File: config.mk
export PLATFORM = sky130hd
export DESIGN_NAME = prefetch_queue_flat
export DESIGN_NICKNAME = d
export VERILOG_FILES = /design/src/rtl/prefetch_queue_pkg.sv /design/src/rtl/prefetch_queue_if.sv /design/src/rtl/prefetch_queue_fifo.sv /design/src/rtl/prefetch_queue.sv /design/src/flat_wrapper.sv
export SDC_FILE = /design/constraint.sdc
export NUM_CORES = 1
export LEC_CHECK = 0
export CORE_ASPECT_RATIO = 0.8
export CORE_MARGIN = 2
export CORE_UTILIZATION = 45
export CTS_CLUSTER_DIAMETER = 50
export DETAILED_ROUTE_END_ITERATION = 10
export PLACE_DENSITY = 0.72
export SLEW_MARGIN = 20
export SYNTH_ARGS = -nofsm -noshare
export SYNTH_HDL_FRONTEND = slang
export SYNTH_SLANG_ARGS = --single-unit
export TNS_END_PERCENT = 100
File: constraint.sdc
create_clock -name clk -period 6.04 [get_ports clk]
set_input_delay 1.208 -clock clk [delete_from_list [all_inputs] [get_ports clk]]
set_output_delay 1.208 -clock clk [all_outputs]
set_load 0.01 [all_outputs]
File: src/rtl/prefetch_queue_pkg.sv
// Shared definitions for the instruction prefetch stage: word/instruction
// widths and the fetch FSM state encoding.
package prefetch_queue_pkg;

  localparam int INSTR_W = 32;
  localparam int WORD_W  = 16;

  typedef enum logic {
    FETCH_IDLE = 1'b0,
    FETCH_WAIT = 1'b1
  } fetch_state_e;

endpackage

File: src/rtl/prefetch_queue_if.sv
// Decoder handshake, redirect and memory-bus signals of the prefetch stage.
// master = prefetch_queue itself, slave = the decoder/memory environment.
interface prefetch_queue_if #(
  parameter int ADDR_W = 16
);
  import prefetch_queue_pkg::*;

  logic                rqi_p;
  logic                aki_n;
  logic [INSTR_W-1:0]  cmd_n;
  logic                flush_p;
  logic [ADDR_W-1:0]   flush_pc;
  logic                mem_req_p;
  logic [ADDR_W-1:0]   mem_adr_p;
  logic                mem_ack_n;
  logic [WORD_W-1:0]   mem_din_n;

  modport master (
    input  rqi_p, flush_p, flush_pc, mem_ack_n, mem_din_n,
    output aki_n, cmd_n, mem_req_p, mem_adr_p
  );

  modport slave (
    output rqi_p, flush_p, flush_pc, mem_ack_n, mem_din_n,
    input  aki_n, cmd_n, mem_req_p, mem_adr_p
  );

endinterface

File: src/rtl/prefetch_queue_fifo.sv
// Circular word buffer: single-word push, two-word pop, synchronous clear.
// The two oldest words are always visible so the caller can register them.
module pq_fifo
  import prefetch_queue_pkg::*;
#(
  parameter int DEPTH = 4,
  parameter int CNT_W = $clog2(DEPTH + 1)
) (
  input  logic              clk,
  input  logic              rst_n,
  input  logic              clear,
  input  logic              push,
  input  logic [WORD_W-1:0] push_data,
  input  logic              pop2,
  output logic [CNT_W-1:0]  count,
  output logic [WORD_W-1:0] old_word,
  output logic [WORD_W-1:0] young_word
);

  localparam int PTR_W = $clog2(DEPTH);

  logic [WORD_W-1:0] mem [DEPTH];
  logic [PTR_W-1:0]  rd_ptr_reg;
  logic [PTR_W-1:0]  wr_ptr_reg;
  logic [CNT_W-1:0]  count_reg;

  // Storage carries no reset; only pointers and count define what is valid.
  always_ff @(posedge clk) begin
    if (push && !clear)
      mem[wr_ptr_reg] <= push_data;
  end

  always_ff @(posedge clk or negedge rst_n) begin
    if (!rst_n) begin
      rd_ptr_reg <= '0;
      wr_ptr_reg <= '0;
      count_reg  <= '0;
    end else if (clear) begin
      rd_ptr_reg <= '0;
      wr_ptr_reg <= '0;
      count_reg  <= '0;
    end else begin
      if (push)
        wr_ptr_reg <= wr_ptr_reg + PTR_W'(1);
      if (pop2)
        rd_ptr_reg <= rd_ptr_reg + PTR_W'(2);
      case ({push, pop2})
        2'b10:   count_reg <= count_reg + CNT_W'(1);
        2'b01:   count_reg <= count_reg - CNT_W'(2);
        2'b11:   count_reg <= count_reg - CNT_W'(1);
        default: count_reg <= count_reg;
      endcase
    end
  end

  assign count      = count_reg;
  assign old_word   = mem[rd_ptr_reg];
  assign young_word = mem[rd_ptr_reg + PTR_W'(1)];

endmodule

File: src/rtl/prefetch_queue.sv
// Instruction prefetch stage: fetches 16-bit words into a small queue and
// hands the decoder 32-bit pairs; a flush redirects fetching to a new PC.
module prefetch_queue
  import prefetch_queue_pkg::*;
#(
  parameter int                DEPTH    = 4,
  parameter int                ADDR_W   = 16,
  parameter logic [ADDR_W-1:0] RESET_PC = '0
) (
  input  logic                clk,
  input  logic                rst_n,
  prefetch_queue_if.master    bus
);

  localparam int               CNT_W    = $clog2(DEPTH + 1);
  localparam logic [CNT_W-1:0] FULL_CNT = CNT_W'(DEPTH);
  localparam logic [CNT_W-1:0] PAIR_CNT = CNT_W'(2);

  fetch_state_e       state_reg, state_next;
  logic [ADDR_W-1:0]  pc_reg, pc_next;
  logic [ADDR_W-1:0]  adr_reg, adr_next;
  logic               discard_reg, discard_next;
  logic               push;
  logic               ack_fire;
  logic               aki_reg;
  logic [INSTR_W-1:0] cmd_reg;
  logic [CNT_W-1:0]   count;
  logic [WORD_W-1:0]  old_word;
  logic [WORD_W-1:0]  young_word;

  pq_fifo #(
    .DEPTH (DEPTH)
  ) u_fifo (
    .clk        (clk),
    .rst_n      (rst_n),
    .clear      (bus.flush_p),
    .push       (push),
    .push_data  (bus.mem_din_n),
    .pop2       (ack_fire),
    .count      (count),
    .old_word   (old_word),
    .young_word (young_word)
  );

  always_ff @(posedge clk or negedge rst_n) begin
    if (!rst_n) begin
      state_reg   <= FETCH_IDLE;
      pc_reg      <= RESET_PC;
      adr_reg     <= RESET_PC;
      discard_reg <= 1'b0;
    end else begin
      state_reg   <= state_next;
      pc_reg      <= pc_next;
      adr_reg     <= adr_next;
      discard_reg <= discard_next;
    end
  end

  // A flush in IDLE only retargets the PC, so the next request is issued
  // one cycle later at flush_pc rather than at the stale PC.
  always_comb begin
    state_next   = state_reg;
    pc_next      = pc_reg;
    adr_next     = adr_reg;
    discard_next = discard_reg;
    push         = 1'b0;
    case (state_reg)
      FETCH_IDLE: begin
        if (bus.flush_p) begin
          pc_next = bus.flush_pc;
        end else if (count < FULL_CNT) begin
          state_next = FETCH_WAIT;
          adr_next   = pc_reg;
        end
      end
      FETCH_WAIT: begin
        if (bus.mem_ack_n) begin
          state_next   = FETCH_IDLE;
          discard_next = 1'b0;
          if (bus.flush_p) begin
            pc_next = bus.flush_pc;
          end else if (!discard_reg) begin
            push    = 1'b1;
            pc_next = pc_reg + ADDR_W'(1);
          end
        end else if (bus.flush_p) begin
          // The bus still owes us this word; drop it when it arrives.
          discard_next = 1'b1;
          pc_next      = bus.flush_pc;
        end
      end
      default: state_next = FETCH_IDLE;
    endcase
  end

  assign ack_fire = bus.rqi_p && !aki_reg && (count >= PAIR_CNT) && !bus.flush_p;

  always_ff @(posedge clk or negedge rst_n) begin
    if (!rst_n) begin
      aki_reg <= 1'b0;
      cmd_reg <= '0;
    end else begin
      aki_reg <= ack_fire;
      if (ack_fire)
        cmd_reg <= {old_word, young_word};
    end
  end

  assign bus.aki_n     = aki_reg;
  assign bus.cmd_n     = cmd_reg;
  assign bus.mem_req_p = (state_reg == FETCH_WAIT);
  assign bus.mem_adr_p = adr_reg;

endmodule

File: src/flat_wrapper.sv
// flat-port wrapper written by rule: the top's interface ports become plain ports
module prefetch_queue_flat import prefetch_queue_pkg::*;
#(
  parameter int                DEPTH    = 4,
  parameter int                ADDR_W   = 16,
  parameter logic [ADDR_W-1:0] RESET_PC = '0
)
  (clk, rst_n, bus_rqi_p, bus_flush_p, bus_flush_pc, bus_mem_ack_n, bus_mem_din_n, bus_aki_n, bus_cmd_n, bus_mem_req_p, bus_mem_adr_p);
  prefetch_queue_if #(.ADDR_W(ADDR_W)) bus_i ();
  input  logic clk;
  input  logic rst_n;
  input wire logic [$bits(bus_i.rqi_p)-1:0] bus_rqi_p;
  input wire logic [$bits(bus_i.flush_p)-1:0] bus_flush_p;
  input wire logic [$bits(bus_i.flush_pc)-1:0] bus_flush_pc;
  input wire logic [$bits(bus_i.mem_ack_n)-1:0] bus_mem_ack_n;
  input wire logic [$bits(bus_i.mem_din_n)-1:0] bus_mem_din_n;
  output wire logic [$bits(bus_i.aki_n)-1:0] bus_aki_n;
  output wire logic [$bits(bus_i.cmd_n)-1:0] bus_cmd_n;
  output wire logic [$bits(bus_i.mem_req_p)-1:0] bus_mem_req_p;
  output wire logic [$bits(bus_i.mem_adr_p)-1:0] bus_mem_adr_p;
  assign bus_i.rqi_p = bus_rqi_p;
  assign bus_i.flush_p = bus_flush_p;
  assign bus_i.flush_pc = bus_flush_pc;
  assign bus_i.mem_ack_n = bus_mem_ack_n;
  assign bus_i.mem_din_n = bus_mem_din_n;
  assign bus_aki_n = bus_i.aki_n;
  assign bus_cmd_n = bus_i.cmd_n;
  assign bus_mem_req_p = bus_i.mem_req_p;
  assign bus_mem_adr_p = bus_i.mem_adr_p;
  prefetch_queue #(.DEPTH(DEPTH), .ADDR_W(ADDR_W), .RESET_PC(RESET_PC)) u_core (.clk(clk), .rst_n(rst_n), .bus(bus_i));
endmodule
### Yosys cells after proc, flatten, opt, wreduce, memory -nomap -nowiden

Memories as Yosys holds them, arrays and structs flattened. A register that Yosys moved wholly into a read port is not among the register bits.
Cells that the tools add are included.

| cells by class | value |
|---|---|
| $lt $le $gt $ge | 2 |
| add/subtract/negate cells | 7 |
| eq/ne operators | 4 |
| multiply operators | 0 |
| div/mod/pow operators | 0 |
| reductions and logical operators | 14 |
| bitwise operators | 2 |
| muxes and demuxes | 23 |
| shift operators | 0 |

Operator list:

| kind | count |
|---|---|
| two-way mux 16 bit | 4 |
| case mux 16 bit (2 select lines) | 1 |
| adder 16 x 1 -> 16 bit, second input constant | 1 |
| two-way mux 1 bit | 11 |
| case mux 3 bit (3 select lines) | 1 |
| two-way mux 2 bit | 4 |
| nonzero test 2 bit | 3 |
| adder 2 x 1 -> 2 bit, second input constant | 2 |
| equality test 2 bit, second input constant | 2 |
| logical AND 1 bit | 4 |
| logical NOT 1 bit | 4 |
| != test 4 bit, second input constant | 1 |
| nonzero test 4 bit | 1 |
| adder 3 x 1 -> 3 bit, second input constant | 1 |
| greater-or-equal comparator 3 x 2 -> 1 bit, second input constant | 1 |
| less-than comparator 3 bit, second input constant | 1 |
| two-way mux 3 bit | 1 |
| AND reduction 3 bit | 1 |
| subtractor 3 x 1 -> 3 bit, second input constant | 1 |
| subtractor 3 x 2 -> 3 bit, second input constant | 1 |
| adder 2 bit, second input constant | 1 |
| equality test 2 x 1 -> 1 bit, second input constant | 1 |
| NOT 1 bit | 2 |
| case mux 1 bit (2 select lines) | 1 |
| AND reduction 2 bit | 1 |

| word-level totals | value |
|---|---|
| output and inout port bits | 50 |
| latch bits | 0 |
| memory bits (read-only) | 0 |
| logic and storage cells | 61 |
| RAM bits | 64 |
| flip-flop bits (word level) | 42 |
| memories kept | 1 |
| input port bits | 37 |

Memory list:

| memory | words | width | read ports | clocked after Yosys merged registers in | write ports | line | source |
|---|---|---|---|---|---|---|---|
| u_core.u_fifo.mem | 4 | 16 | 2 | 2 | 1 | prefetch_queue_fifo.sv:22 | `logic [WORD_W-1:0] mem [DEPTH];` |

### Logic depth before layout (Yosys ltp)

| depth | value |
|---|---|
| depth after elaboration | 7 |
| depth in mapped cells | 8 |
| mapped depth without buffers | 7 |

### Modules after synthesis

From an unflattened synthesis, not the netlist that was laid out.

| second synthesis, totals | value |
|---|---|
| cells, all modules | 358 |
| area total of the unflattened synthesis | 5686.7 um2 |

Modules (own cells, without submodules):

| module | times used | cells each | area each (um2) |
|---|---|---|---|
| prefetch_queue | 1 | 218 | 2959.1 |
| pq_fifo | 1 | 140 | 2727.6 |

### Worst setup path before layout

Ideal clock, no wire load.

| timing | value |
|---|---|
| path type | input to register |
| start | input bus_flush_p |
| end | register u_core.u_fifo.count_reg[2] (netlist: u_core.u_fifo.count[2]) |
| data arrival time | 2644 ps |
| path buffers | 3 |
| path slack | 3258 ps |
| library setup time | 138 ps |
| data required time | 5902 ps |
| stages | 7 |
| path through | buf_2 > buf_2 > buf_1 > nor3_1 > fa_1 > nor4_1 > nor4_1 |

| on the way | value |
|---|---|
| longest elaborated chain between the ends | 6 |
| elaborated cells between the ends (all ways) | 11 |
| those cells by class | eq/ne (3); mux (5); reduce/logical (3) |

Ends and longest elaborated chain:

| element | line | source |
|---|---|---|
| start: declaration | flat_wrapper.sv:13 | `input wire logic [$bits(bus_i.flush_p)-1:0] bus_flush_p;` |
| two-way mux 1 bit | prefetch_queue.sv:80 | `if (bus.flush_p) begin` |
| two-way mux 1 bit | prefetch_queue.sv:77 | `if (bus.mem_ack_n) begin` |
| two-way mux 1 bit | prefetch_queue.sv:67 | `case (state_reg)` |
| equality test 2 bit or equality test 2 x 1 -> 1 bit (tied branches) | prefetch_queue_fifo.sv:47 | `case ({push, pop2})` |
| case mux 3 bit (3 select lines) | prefetch_queue_fifo.sv:47 |  |
| two-way mux 3 bit | prefetch_queue_fifo.sv:38 | `end else if (clear) begin` |
| end signal: assignment | prefetch_queue_fifo.sv:48 | `2'b10: count_reg <= count_reg + CNT_W'(1);` |
| end signal: assignment | prefetch_queue_fifo.sv:49 | `2'b01: count_reg <= count_reg - CNT_W'(2);` |
| end signal: assignment | prefetch_queue_fifo.sv:50 | `2'b11: count_reg <= count_reg - CNT_W'(1);` |
| end: declaration | prefetch_queue_fifo.sv:25 | `logic [CNT_W-1:0] count_reg;` |

Parallel ways exist; a longest one is shown, timed or not.
A chain may end at the register's enable or synchronous reset.

### Final worst setup path

| timing | value |
|---|---|
| start | input bus_flush_p |
| end | register u_core.pc_reg[14] |

| on the way | value |
|---|---|
| longest elaborated chain between the ends | 3 |
| elaborated cells between the ends (all ways) | 5 |
| those cells by class | eq/ne (1); mux (4) |

Ends and longest elaborated chain:

| element | line | source |
|---|---|---|
| two-way mux 16 bit, on equally long branches | - |  |
| two-way mux 16 bit | prefetch_queue.sv:77 |  |
| case mux 16 bit (2 select lines) | prefetch_queue.sv:67 |  |
| end signal: assignment | prefetch_queue.sv:53 | `pc_reg <= pc_next;` |
| end: declaration | prefetch_queue.sv:20 | `logic [ADDR_W-1:0] pc_reg, pc_next;` |

Parallel ways exist; a longest one is shown, timed or not.

==> run metrics <==
post-CTS setup-driven buffer insertion count 0; cell row count 36; most common cell in the netlist dfrtp_1; sequential cell area fraction in the yosys report 67.6%; top cells by area in the synthesized netlist edfxtp_1 35%, dfrtp_1 33%, mux2i_1 6.1%; Primary FF master, synth dfrtp_1; Post-Synthesis Net Count 456; detailed-router iteration count before antenna repair 5; number of remaining DRC errors 0; Final GP Congestion 0.857; most numerous cell types in the synthesized netlist 73 x dfrtp_1, 64 x edfxtp_1, 50 x nor2_1; hold buffer count at cts 0; kind of start point of the critical path primary input; clock buffer count from CTS 17; cell area after layout 7140 um^2; unrepaired setup endpoints after global routing no; worst slew margin relative to its limit 34.8%; final-report setup violation count 0; post-synthesis cell count 412; worst setup path class primary input to flip-flop; critical register-to-register path startpoint u_core.u_fifo.count[1]$_DFFE_PN0P_; register containing the most flip-flops in the final layout u_core.u_fifo.mem; hold path start u_core.bus.mem_adr_p[4]$_DFFE_PN0P_; share of the synthesized area in the top cell type 34.7%; max FFs per register 64; top achievable clock speed 340 MHz; transition time at the pin with the least slew margin 978 ps; # diodes 0; total die area 13,200 um^2; ports placed on the boundary 87; class of the worst hold path flip-flop to flip-flop; overall power of the completed layout 3.34 mW; proportion of synthesized flip-flops having asynchronous set or reset 53.3%; H-Tree Depth 4; Netlist Area Pre-Place 5550 um^2; highest net fanout along the worst path 41; Worst Path Required 6310 ps; height of the die 103 um; crit path from bus_flush_p; sink count of the clock tree 137; EDFF count, synth 64; Max Root-Sink Buffers 2; final-layout setup total negative slack 0 ps; Slowest-stage cell, CP clkdlybuf4s50_1; Static Leakage 2.69 nW; average wire per cell in the routed design 16.6 um; Starting Density 45.8%; root buffer selected by CTS clkbuf_16; final critical path time including I/O delays and setup 2940 ps; global-route total usage across every layer 17.2%; via count 3,457; remaining global-route overflow 0; total of cells resized after clock tree synthesis 0; status finished clean; horizontal extent of the die 128 um; largest area contributor in the synthesized netlist edfxtp_1; max-cap violation count 0; Final Routed Wirelength 11,000 um; ratio of cells with drive above 1 in the final layout 11.3%; number of violations reported at the end of detailed-routing iteration 0 222; initial antenna violation count 0; final-report max-slew violation count 0; Cell Chain, Critical Path clkdlybuf4s50_1 > buf_4 > nor4_1 > and3_1 > o211ai_1; mean cell area of the mapped netlist 13.5 um^2; area after detailed placement 6520 um^2; final hold violation count 0; power density over cell area 468 nW/um^2; post-detailed-route via-to-cell ratio 5.21; post-route antenna net violation count 0; estimated wirelength of the detail-placed design 7200 um; synthesis-to-finish area growth 28.8%; TritonCTS clock tree done; Critical Path Sink Type flip-flop; core area 12,100 um^2; layout net count 543; global-route wire length before repair 17,100 um; final cycle utilization of the critical path 48.7%; data arrival time at the worst-slack endpoint 3210 ps; Clock Latency Late Sink 410 ps; clock transition time at the flip-flop clock pins of the worst setup and hold paths 60 ps; maximum number of pins on one net before global-route repair 74; delay of the slowest critical-path stage 640 ps; vias in the first global route 3,395; flop and latch count out of synthesis 137; worst clock skew on the final layout 9.62 ps; Warnings, synthesis 0; worst supply voltage drop on vdd 0.213 mV; number of buffers inserted by port buffering 86; Distinct cells, synth 48
==> kinds of logic (layout without fill, tap and decap cells) <==
kind of cell	after synthesis	in the layout	synth area share (%)
multiplexers	50	50	9.39
AND/OR/NAND/NOR	115	115	10.4
buffers and inverters	33	133	2.73
flip-flops	137	137	67.6
adder cells (fa/ha/maj)	7	7	1.71
AO/OA/AOI/OAI	62	62	6.90
XOR/XNOR	8	8	1.26
==> where the power goes <==
| group | switching (mW) | total, mW | leakage (nW) | internal [mW] |
|---|---|---|---|---|
| Sequential | 0.179 | 1.37 | 1.43 | 1.19 |
| Clock | 0.388 | 1.08 | 0.299 | 0.692 |
| Combinational | 0.376 | 0.896 | 0.963 | 0.520 |
| Total | 0.943 | 3.34 | 2.69 | 2.40 |
==> final timing paths <==
kind,endpoint,slack (ps),cells past startpoint
max in group asynchronous,u_core.u_fifo.rd_ptr_reg[1]$_DFFE_PN0N_,4420,1
min reg2reg,u_core.bus.mem_adr_p[4]$_DFFE_PN0P_,500,1
min,u_core.bus.mem_adr_p[4]$_DFFE_PN0P_,500,1
max reg2reg,u_core.bus.cmd_n[16]$_DFFE_PN0P_,3770,7
min in group asynchronous,u_core.bus.mem_adr_p[3]$_DFFE_PN0P_,960,1
max,u_core.pc_reg[14]$_DFFE_PN0P_,3100,5
==> critical path: cells and delay by family <==
family / cells / cell delay (ps)
simple gates: 2 / 900
buf+inv: 2 / 1020
compound gates: 1 / 80
==> per-layer routing <==
metal | track usage, % | part of all wire (%) | vias to the layer above
li1 | - | - | 1667
met1 | 23.5 | 47 | 1716
met2 | 26.5 | 48 | 63
met3 | 3.76 | 3.4 | 11
met4 | 8.20 | 1.4 | 0
met5 | 0 | 0 | -
==> stage by stage <==
stage | worst slack, ps | utilization (%) | hold slack (ps) | instances
final | 3100 | 59.0 | 504 | 664
after global placement | 2780 | 53.8 | 490 | 632
after floorplan | 3260 | - | 503 | 412
after global routing | 2980 | 59.0 | 516 | 664
after CTS | 3120 | 59.0 | 512 | 664
after detailed placement | 2670 | 53.8 | 499 | 632
==> placed cells by master (no fill, tap or decap), types with 6 or more instances in the layout <==
cell type and count:
clkbuf_16 17, dfrtp_1 72, nor4_1 7, nand3_1 10
inv_1 12, xnor2_1 7, mux2i_1 34, nor3_1 7
ha_1 6, mux2_2 16, nor2_1 49, edfxtp_1 64
a21oi_1 37, nand2_1 14, clkdlybuf4s50_1 85
==> final cells by class <==
class | count | area, um^2
fillers | 942 | 4970
flip-flops and latches | 137 | 3750
multi-input cells | 242 | 1650
repair buffers | 89 | 881
clock buffers | 17 | 425
clock inverters | 15 | 200
well taps | 152 | 190
inverters | 12 | 45.0
Power figures use the tool's default switching activity.
